--- config.mk ---
export PLATFORM = sky130hd
export DESIGN_NAME = prbs_tx_ctrl
export DESIGN_NICKNAME = d
export VERILOG_FILES = /design/src/rtl/prbs_ctrl_pkg.sv /design/src/rtl/sym_strobe_gen.sv /design/src/rtl/prbs_tx_ctrl.sv
export SDC_FILE = /design/constraint.sdc
export NUM_CORES = 1
export LEC_CHECK = 0
export BUFFER_PORTS_ARGS = -buffer_cell sky130_fd_sc_hd__buf_2
export CORE_UTILIZATION = 33
export CTS_CLUSTER_DIAMETER = 200
export DETAILED_ROUTE_END_ITERATION = 16
export PLACE_DENSITY = 0.6
export REMOVE_ABC_BUFFERS = 1
export SLEW_MARGIN = 20
export SYNTH_ARGS = -nofsm -noshare
export SYNTH_HDL_FRONTEND = slang
export SYNTH_SLANG_ARGS = --single-unit
--- constraint.sdc ---
create_clock -name clk -period 3.22 [get_ports clk]
set_input_delay 0.161 -clock clk [delete_from_list [all_inputs] [get_ports clk]]
set_output_delay 0.161 -clock clk [all_outputs]
set_load 0.05 [all_outputs]
--- src/rtl/prbs_ctrl_pkg.sv ---
// Shared definitions for the QPSK PRBS generator sequencer.
package prbs_ctrl_pkg;

  typedef enum logic [1:0] {
    IDLE = 2'd0,
    LOAD = 2'd1,
    RUN  = 2'd2,
    DONE = 2'd3
  } state_t;

  localparam int OS_FACTOR_DEF = 4;
  localparam int BURST_W_DEF   = 16;

endpackage

--- src/rtl/sym_strobe_gen.sv ---
// Symbol-rate phase counter; strobe is a flop that is high while phase == OS_FACTOR-1.
module sym_strobe_gen #(
  parameter int OS_FACTOR = 4
) (
  input  logic clk,
  input  logic rst,
  input  logic clr,
  input  logic run,
  output logic strobe
);

  localparam int            PW      = $clog2(OS_FACTOR);
  localparam logic [PW-1:0] PH_LAST = PW'(OS_FACTOR - 1);
  localparam logic [PW-1:0] PH_PRE  = PW'(OS_FACTOR - 2);

  logic [PW-1:0] phase;

  // Strobe is set one edge early so it lines up with phase == PH_LAST.
  always_ff @(posedge clk or negedge rst) begin
    if (!rst) begin
      phase  <= '0;
      strobe <= 1'b0;
    end else if (clr) begin
      phase  <= '0;
      strobe <= 1'b0;
    end else if (run) begin
      phase  <= (phase == PH_LAST) ? '0 : phase + 1'b1;
      strobe <= (phase == PH_PRE);
    end else begin
      strobe <= 1'b0;
    end
  end

endmodule

--- src/rtl/prbs_tx_ctrl.sv ---
// Sequencer for the I/Q PRBS9 generators: reseed, symbol-rate enable, burst/continuous runs.
module prbs_tx_ctrl
  import prbs_ctrl_pkg::*;
#(
  parameter int OS_FACTOR = OS_FACTOR_DEF,
  parameter int BURST_W   = BURST_W_DEF
) (
  input  logic               clk,
  input  logic               rst,
  input  logic               i_start,
  input  logic               i_stop,
  input  logic               i_continuous,
  input  logic [BURST_W-1:0] i_burst_len,
  output logic               o_prbs_load,
  output logic               o_prbs_en,
  output logic               o_sym_valid,
  output logic [BURST_W-1:0] o_sym_cnt,
  output logic               o_busy,
  output logic               o_done
);

  state_t             state, state_nxt;
  logic [BURST_W-1:0] len_q;
  logic [BURST_W-1:0] cnt_inc;
  logic               cont_q;
  logic               stop_pend;
  logic               start_ok;
  logic               burst_end;

  assign start_ok  = (state == IDLE) && i_start;
  assign cnt_inc   = o_sym_cnt + 1'b1;
  assign burst_end = !cont_q && (cnt_inc == len_q);

  sym_strobe_gen #(.OS_FACTOR(OS_FACTOR)) u_strobe (
    .clk    (clk),
    .rst    (rst),
    .clr    (start_ok),
    .run    (state == RUN),
    .strobe (o_prbs_en)
  );

  always_ff @(posedge clk or negedge rst) begin
    if (!rst) state <= IDLE;
    else      state <= state_nxt;
  end

  always_comb begin
    state_nxt = state;
    case (state)
      IDLE: if (i_start) state_nxt = LOAD;
      LOAD: state_nxt = (!cont_q && len_q == '0) ? DONE : RUN;
      // Stop and burst end both wait for an enable, so a coincident pair is one exit.
      RUN:  if (o_prbs_en && (stop_pend || burst_end)) state_nxt = DONE;
      DONE: state_nxt = IDLE;
      default: state_nxt = IDLE;
    endcase
  end

  always_ff @(posedge clk or negedge rst) begin
    if (!rst) begin
      len_q       <= '0;
      cont_q      <= 1'b0;
      stop_pend   <= 1'b0;
      o_sym_cnt   <= '0;
      o_prbs_load <= 1'b0;
      o_sym_valid <= 1'b0;
      o_busy      <= 1'b0;
      o_done      <= 1'b0;
    end else begin
      if (start_ok) begin
        len_q  <= i_burst_len;
        cont_q <= i_continuous;
      end

      if (start_ok || state != RUN) stop_pend <= 1'b0;
      else if (i_stop)              stop_pend <= 1'b1;

      if (start_ok)       o_sym_cnt <= '0;
      else if (o_prbs_en) o_sym_cnt <= cnt_inc;

      o_prbs_load <= (state_nxt == LOAD);
      o_busy      <= (state_nxt == LOAD) || (state_nxt == RUN);
      o_done      <= (state_nxt == DONE);
      o_sym_valid <= o_prbs_en;
    end
  end

endmodule

======== Word level (Yosys, flattened, before mapping) ========
Cells that the tools add are included.
word-level totals
  logic and storage cells ................. 49
  bits in writable memories ............... 0
  memory bits (read-only) ................. 0
  memories ................................ 0
  flip-flop bits (word level) ............. 43
  output and inout bits ................... 21
  bits in latches ......................... 0
  bits of input ports ..................... 21
operators by class
  multiply operators ...................... 0
  reductions and logical operators ........ 13
  magnitude comparators ................... 0
  eq/ne operators ......................... 10
  bitwise logic cells ..................... 0
  $add $sub $neg .......................... 2
  shifts and indexed selects .............. 0
  div/mod/pow operators ................... 0
  muxes and demuxes ....................... 13
operator list
  kind                                                                   count
  16-bit two-way mux                                                     2
  16-bit by 1-bit adder with 16-bit output, second input constant        1
  16-bit equality test                                                   1
  16-bit logical NOT                                                     1
  2-bit equality test, second input constant                             6
  2-bit two-way mux                                                      5
  2-bit case mux with 4 select lines                                     1
  2-bit nonzero test                                                     3
  1-bit two-way mux                                                      5
  2-bit by 1-bit equality test with 1-bit output, second input constant  2
  1-bit logical AND                                                      4
  1-bit logical OR                                                       3
  2-bit by 1-bit adder with 2-bit output, second input constant          1
  2-bit logical NOT                                                      1
  2-bit inequality test, second input constant                           1
  1-bit logical NOT                                                      1

======== Depth between registers and ports, before layout ========
  depth after elaboration ................. 9
  gate-level depth with buffers ........... 9

======== Modules after synthesis ========
From an unflattened synthesis, not the netlist that was laid out.
second synthesis, totals
  cells, all modules ...................... 226
  area, all modules ....................... 2,394.8 µm²
by module, submodules not included
  module          sequential area each (µm²)  area each (µm²)  cells each  times used
  prbs_tx_ctrl    1,001.0                     2,248.4          213         1
  sym_strobe_gen  75.1                        146.4            13          1

======== Worst setup path before layout ========
No wires, ideal clock.
  path type ............................... reg2reg
  start point ............................. reg o_sym_cnt[0]
  end point ............................... reg o_busy
  setup slack ............................. 0.483 ns
  arrival ................................. 2.611 ns
  clock period less this slack ............ 2.737 ns
  stages on the path, launching flop included .. 9
  required time ........................... 3.094 ns
  path through ............................ dfrtp_1 > ha_1 > xor2_1 > a2111oi_0 > nand4_1 > nor4_1 > o2111ai_1 > o31ai_1 > ha_1
on the way
  longest elaborated chain between the ends .. 9
ends and longest elaborated chain
  element                                                                                RTL line            text
  start, declared                                                                        prbs_tx_ctrl.sv:17  output logic [BURST_W-1:0] o_sym_cnt,
  start signal, assigned                                                                 prbs_tx_ctrl.sv:79  else if (o_prbs_en) o_sym_cnt <= cnt_inc;
  16-bit by 1-bit adder with 16-bit output (*)                                           prbs_tx_ctrl.sv:31  assign cnt_inc = o_sym_cnt + 1'b1;
  16-bit equality test (*)                                                               prbs_tx_ctrl.sv:32  assign burst_end = !cont_q && (cnt_inc == len_q);
  1-bit logical AND (*)                                                                  prbs_tx_ctrl.sv:32
  1-bit logical OR (*)                                                                   prbs_tx_ctrl.sv:53  RUN: if (o_prbs_en && (stop_pend || burst_end)) state_nxt = DONE;
  1-bit logical AND (*)                                                                  prbs_tx_ctrl.sv:53
  2-bit two-way mux (*)                                                                  prbs_tx_ctrl.sv:53
  2-bit case mux with 4 select lines (*)                                                 prbs_tx_ctrl.sv:49  case (state)
  2-bit by 1-bit equality test with 1-bit output or 2-bit equality test (tied branches)  prbs_tx_ctrl.sv:82  o_busy <= (state_nxt == LOAD) || (state_nxt == RUN);
  1-bit logical OR (*)                                                                   prbs_tx_ctrl.sv:82
  end signal, assigned                                                                   prbs_tx_ctrl.sv:82
  end, declared                                                                          prbs_tx_ctrl.sv:18  output logic o_busy,
Mark *: on every way between the ends. The rest lies on a longest branch, timed or not.
A chain may end at the register's enable or synchronous reset.

======== Worst setup path after layout ========
Ends and elaborated chain as after synthesis.

==> results.toml <==
[worst_setup_path]
timing.rr.end = "o_busy$_DFF_PN0_"
reg2reg_from = "o_sym_cnt[0]$_DFFE_PN0P_"
cp.required_ns = 3.41
worstPathMaxFanout = 8
r2r_cells = 8
end_kind = "flop"
path_class = "flop to flop"
startpoint = "o_sym_cnt[0]$_DFFE_PN0P_"
regToRegSetupSlack_ns = 0.35
startpoint_type = "flop"
cp_data_arrival_time_ns = 3.06

[yosys]
async_flop_share_pct = 100.0
syn_area_per_cell_um2 = 9.177
synth_edf_count = 0
synth_area_mm2 = 0.002386
yosysWarnings = 0
yosysSeqAreaShare_pct = 45.10
synth_cell_types = 40
syn_inst = 260
synthFlopType = "dfrtp_1"
yosys_register_bits = 43

[sta]
setup_viol = 0
period_minus_slack_ns = 2.871
slew_violations = 0
setup_tns_ns = 0
layout_setup_ws_ns = 0.3490
worst_pin_slew_ns = 0.7556
final-hold-violation-count = 0
finClkSkew_ns = 0.01224
slew_headroom_pct = 49.62
rsz0062_at_grt = "false"
post-route-period-util_pct = 89.16
fmax_mhz = 348.3

[grt]
grt_use_met3_pct = 3.791
grtUsageTotal_pct = 15.93
antenna_found_initial = 0
top_usage_layer = "met2"
grt.met1_usage_pct = 22.68
grt_pass1_wl_um = 9280
grt_pass1_vias = 1875
grtUsageMet2_pct = 24.48
grt_start_max_net_pins = 44
overflow = 0

[floorplan]
ioPinCount = 42
die_x_um = 87.03
dieArea_mm2 = 0.007574
start_util_pct = 34.55
fp-row-count = 30
core_mm2 = 0.006907
die_h_um = 87.03

[routing]
vias_per_cell = 4.766
vias = 1892
drtIter0Drc = 115
drt_first_pass_iters = 4
drc = 0
routedWlPerCell_um = 13.36
antenna_left = 0
routed_wl_um = 5305

[power_and_ir_drop]
p_sw_share_pct = 40.26
peakVddDrop_mv = 0.3553
pwr-share-seq_pct = 41.3
power_density_mw_per_mm2 = 745.6
p_leak_nw = 1.354
clock_power_share_pct = 20.7
intPower_mw = 1.249
total_power_mw = 2.092
power_frac_comb_pct = 38.1
switchingPower_mw = 0.8422

[placement]
dp.cells = 388
gp_congestion = 0.8354
dp_slack_ns = 0.4073
io_buffers = 41
post-dp-hpwl_um = 3867

[final_layout]
multiInputGateArea_mm2 = 0.001241
syn_to_final_growth_pct = 17.57
ff_latch_area_mm2 = 0.001076
drive_gt1_share_pct = 18.94
n_fill_cell = 748
nNetsFinal = 330
finalNonFillerCells = 397
diodes = 0
final_util_pct = 40.62

[clock_tree]
clk_path_buf_depth = 2
cts_buffers = 5
worstSkewPairLatency_ns = 0.31
numClockSinks = 43
cts_tree = "built"
htree_num_levels = 2
path_clk_slew_ns = 0.09
cts_root_buf = "clkbuf_8"

[hold_path]
hold_path_end = "len_q[4]$_DFFE_PN0P_"
hp-start = "i_burst_len[4]"
hold_path.class = "input port to flop"
hold_depth = 3

[status]
status = "finished, final reports clean"

[job]
drv_cap = 0
[critical path, cell delays in order, from the launching register on]
cell       delay [ns]
dfrtp_1          0.48
ha_1             0.36
xor2_1           0.17
a2111oi_0        0.46
nand4_1          0.16
nor4_1           0.20
o2111ai_1        0.18
o31ai_1          0.44
ha_1             0.31
[kinds of logic after synthesis]
| group | after synthesis | share of synthesized area [%] |
|---|---|---|
| AND/OR/NAND/NOR | 128 | 26.38 |
| flip-flops | 43 | 45.10 |
| XOR/XNOR | 35 | 12.85 |
| AO/OA/AOI/OAI | 24 | 6.398 |
| buffers and inverters | 17 | 2.884 |
| adder cells (fa/ha/maj) | 9 | 4.720 |
| multiplexers | 4 | 1.678 |
[layout make-up]
cell class	instances	share of cell area, %
Clock inverter	3	1.561
Clock buffer	5	2.453
Sequential cell	43	38.36
Multi-Input combinational cell	200	44.25
Tap cell	96	4.282
Timing Repair Buffer	44	8.296
Inverter	6	0.8029
[state kept, by name, indices dropped and copies added, names as in the netlist]
register and cells:
o_done 1, o_sym_cnt 16, u_strobe.strobe 1, state 2
u_strobe.phase 2, o_sym_valid 1, o_prbs_load 1, stop_pend 1
o_busy 1, len_q 16, cont_q 1
[how the worst max path moves through the flow]
| stage | to | slack, ns | cells past startpoint |
|---|---|---|---|
| 5_1_grt | o_busy$_DFF_PN0_ | 0.16 | 8 |
| 3_3_place_gp | o_busy$_DFF_PN0_ | 0.54 | 8 |
| 2_1_floorplan | o_busy$_DFF_PN0_ | 0.47 | 8 |
| 4_1_cts | o_busy$_DFF_PN0_ | 0.37 | 8 |
| 6_report | o_busy$_DFF_PN0_ | 0.35 | 8 |
| 3_5_place_dp | o_busy$_DFF_PN0_ | 0.41 | 8 |
[metal layers]
metal  wire (um)  vias to the layer above
met2        2385                       32
met5           0                        -
met4          61                        0
met1        2664                      903
li1            -                      952
met3         193                        5
[through the flow]
step                      area, um^2  hold slack [ns]
after floorplan                 2340          -0.1346
after global placement          2680           0.3498
after detailed placement        2680           0.3532
after CTS                       2793          0.03778
after global routing            2805          0.04882
final                           2805          0.03513
[synth_stat cells, types with 2 or more instances]
master    count  area (um^2)
xnor2_1      21        183.9
inv_1         6        22.52
dfrtp_1      43         1076
nor3_1        4        20.02
buf_2         4        20.02
and3_1        2        12.51
nand2b_1      3        18.77
nand3_1       5        25.02
nor4_1        5        31.28
nor2b_1       4        25.02
xor2_1       14        122.6
nand4_1       8        50.05
a21oi_1       7        35.03
nand3_2       2        20.02
or3_1         4        25.02
ha_1          9        112.6
clkbuf_1      6        22.52
nand2_1      64        240.2
nor2_1       18        67.56
o21ai_0       6        30.03
o31ai_1       3        22.52
mux2i_1       4        40.04
[repair_timing]
action / CTS / global route
gates resized for setup: 0 / 0
hold buffers: 0 / 1
setup buffers: 0 / 0
hold endpoints to repair: 0 / 43
[power by group through the flow]
stage	Combinational (mW)	Sequential, mW	Clock (mW)
after floorplan	0.510	0.934	0
after global placement	0.787	0.871	0
after detailed placement	0.800	0.877	0
after CTS	0.806	0.867	0.434
after global routing	0.908	0.895	0.460
final	0.796	0.863	0.432
[cells in the final DEF, fill, tap and decap left out, types with 2 or more instances in the layout]
cell type	Yosys	routed
o31ai_1	3	3
nor2_1	18	18
xor2_1	14	14
nand3_2	2	2
buf_4	0	3
nand2b_1	3	3
nor4_1	5	5
o21ai_0	6	6
and3_1	2	2
nand3_1	5	5
nor2b_1	4	4
dfrtp_1	43	43
mux2i_1	4	4
a21oi_1	7	7
clkbuf_8	0	5
nor3_1	4	4
inv_1	6	6
nand2_1	64	64
ha_1	9	9
nand4_1	8	8
or3_1	4	4
buf_2	4	40
xnor2_1	21	21
Power figures use the tool's default switching activity.
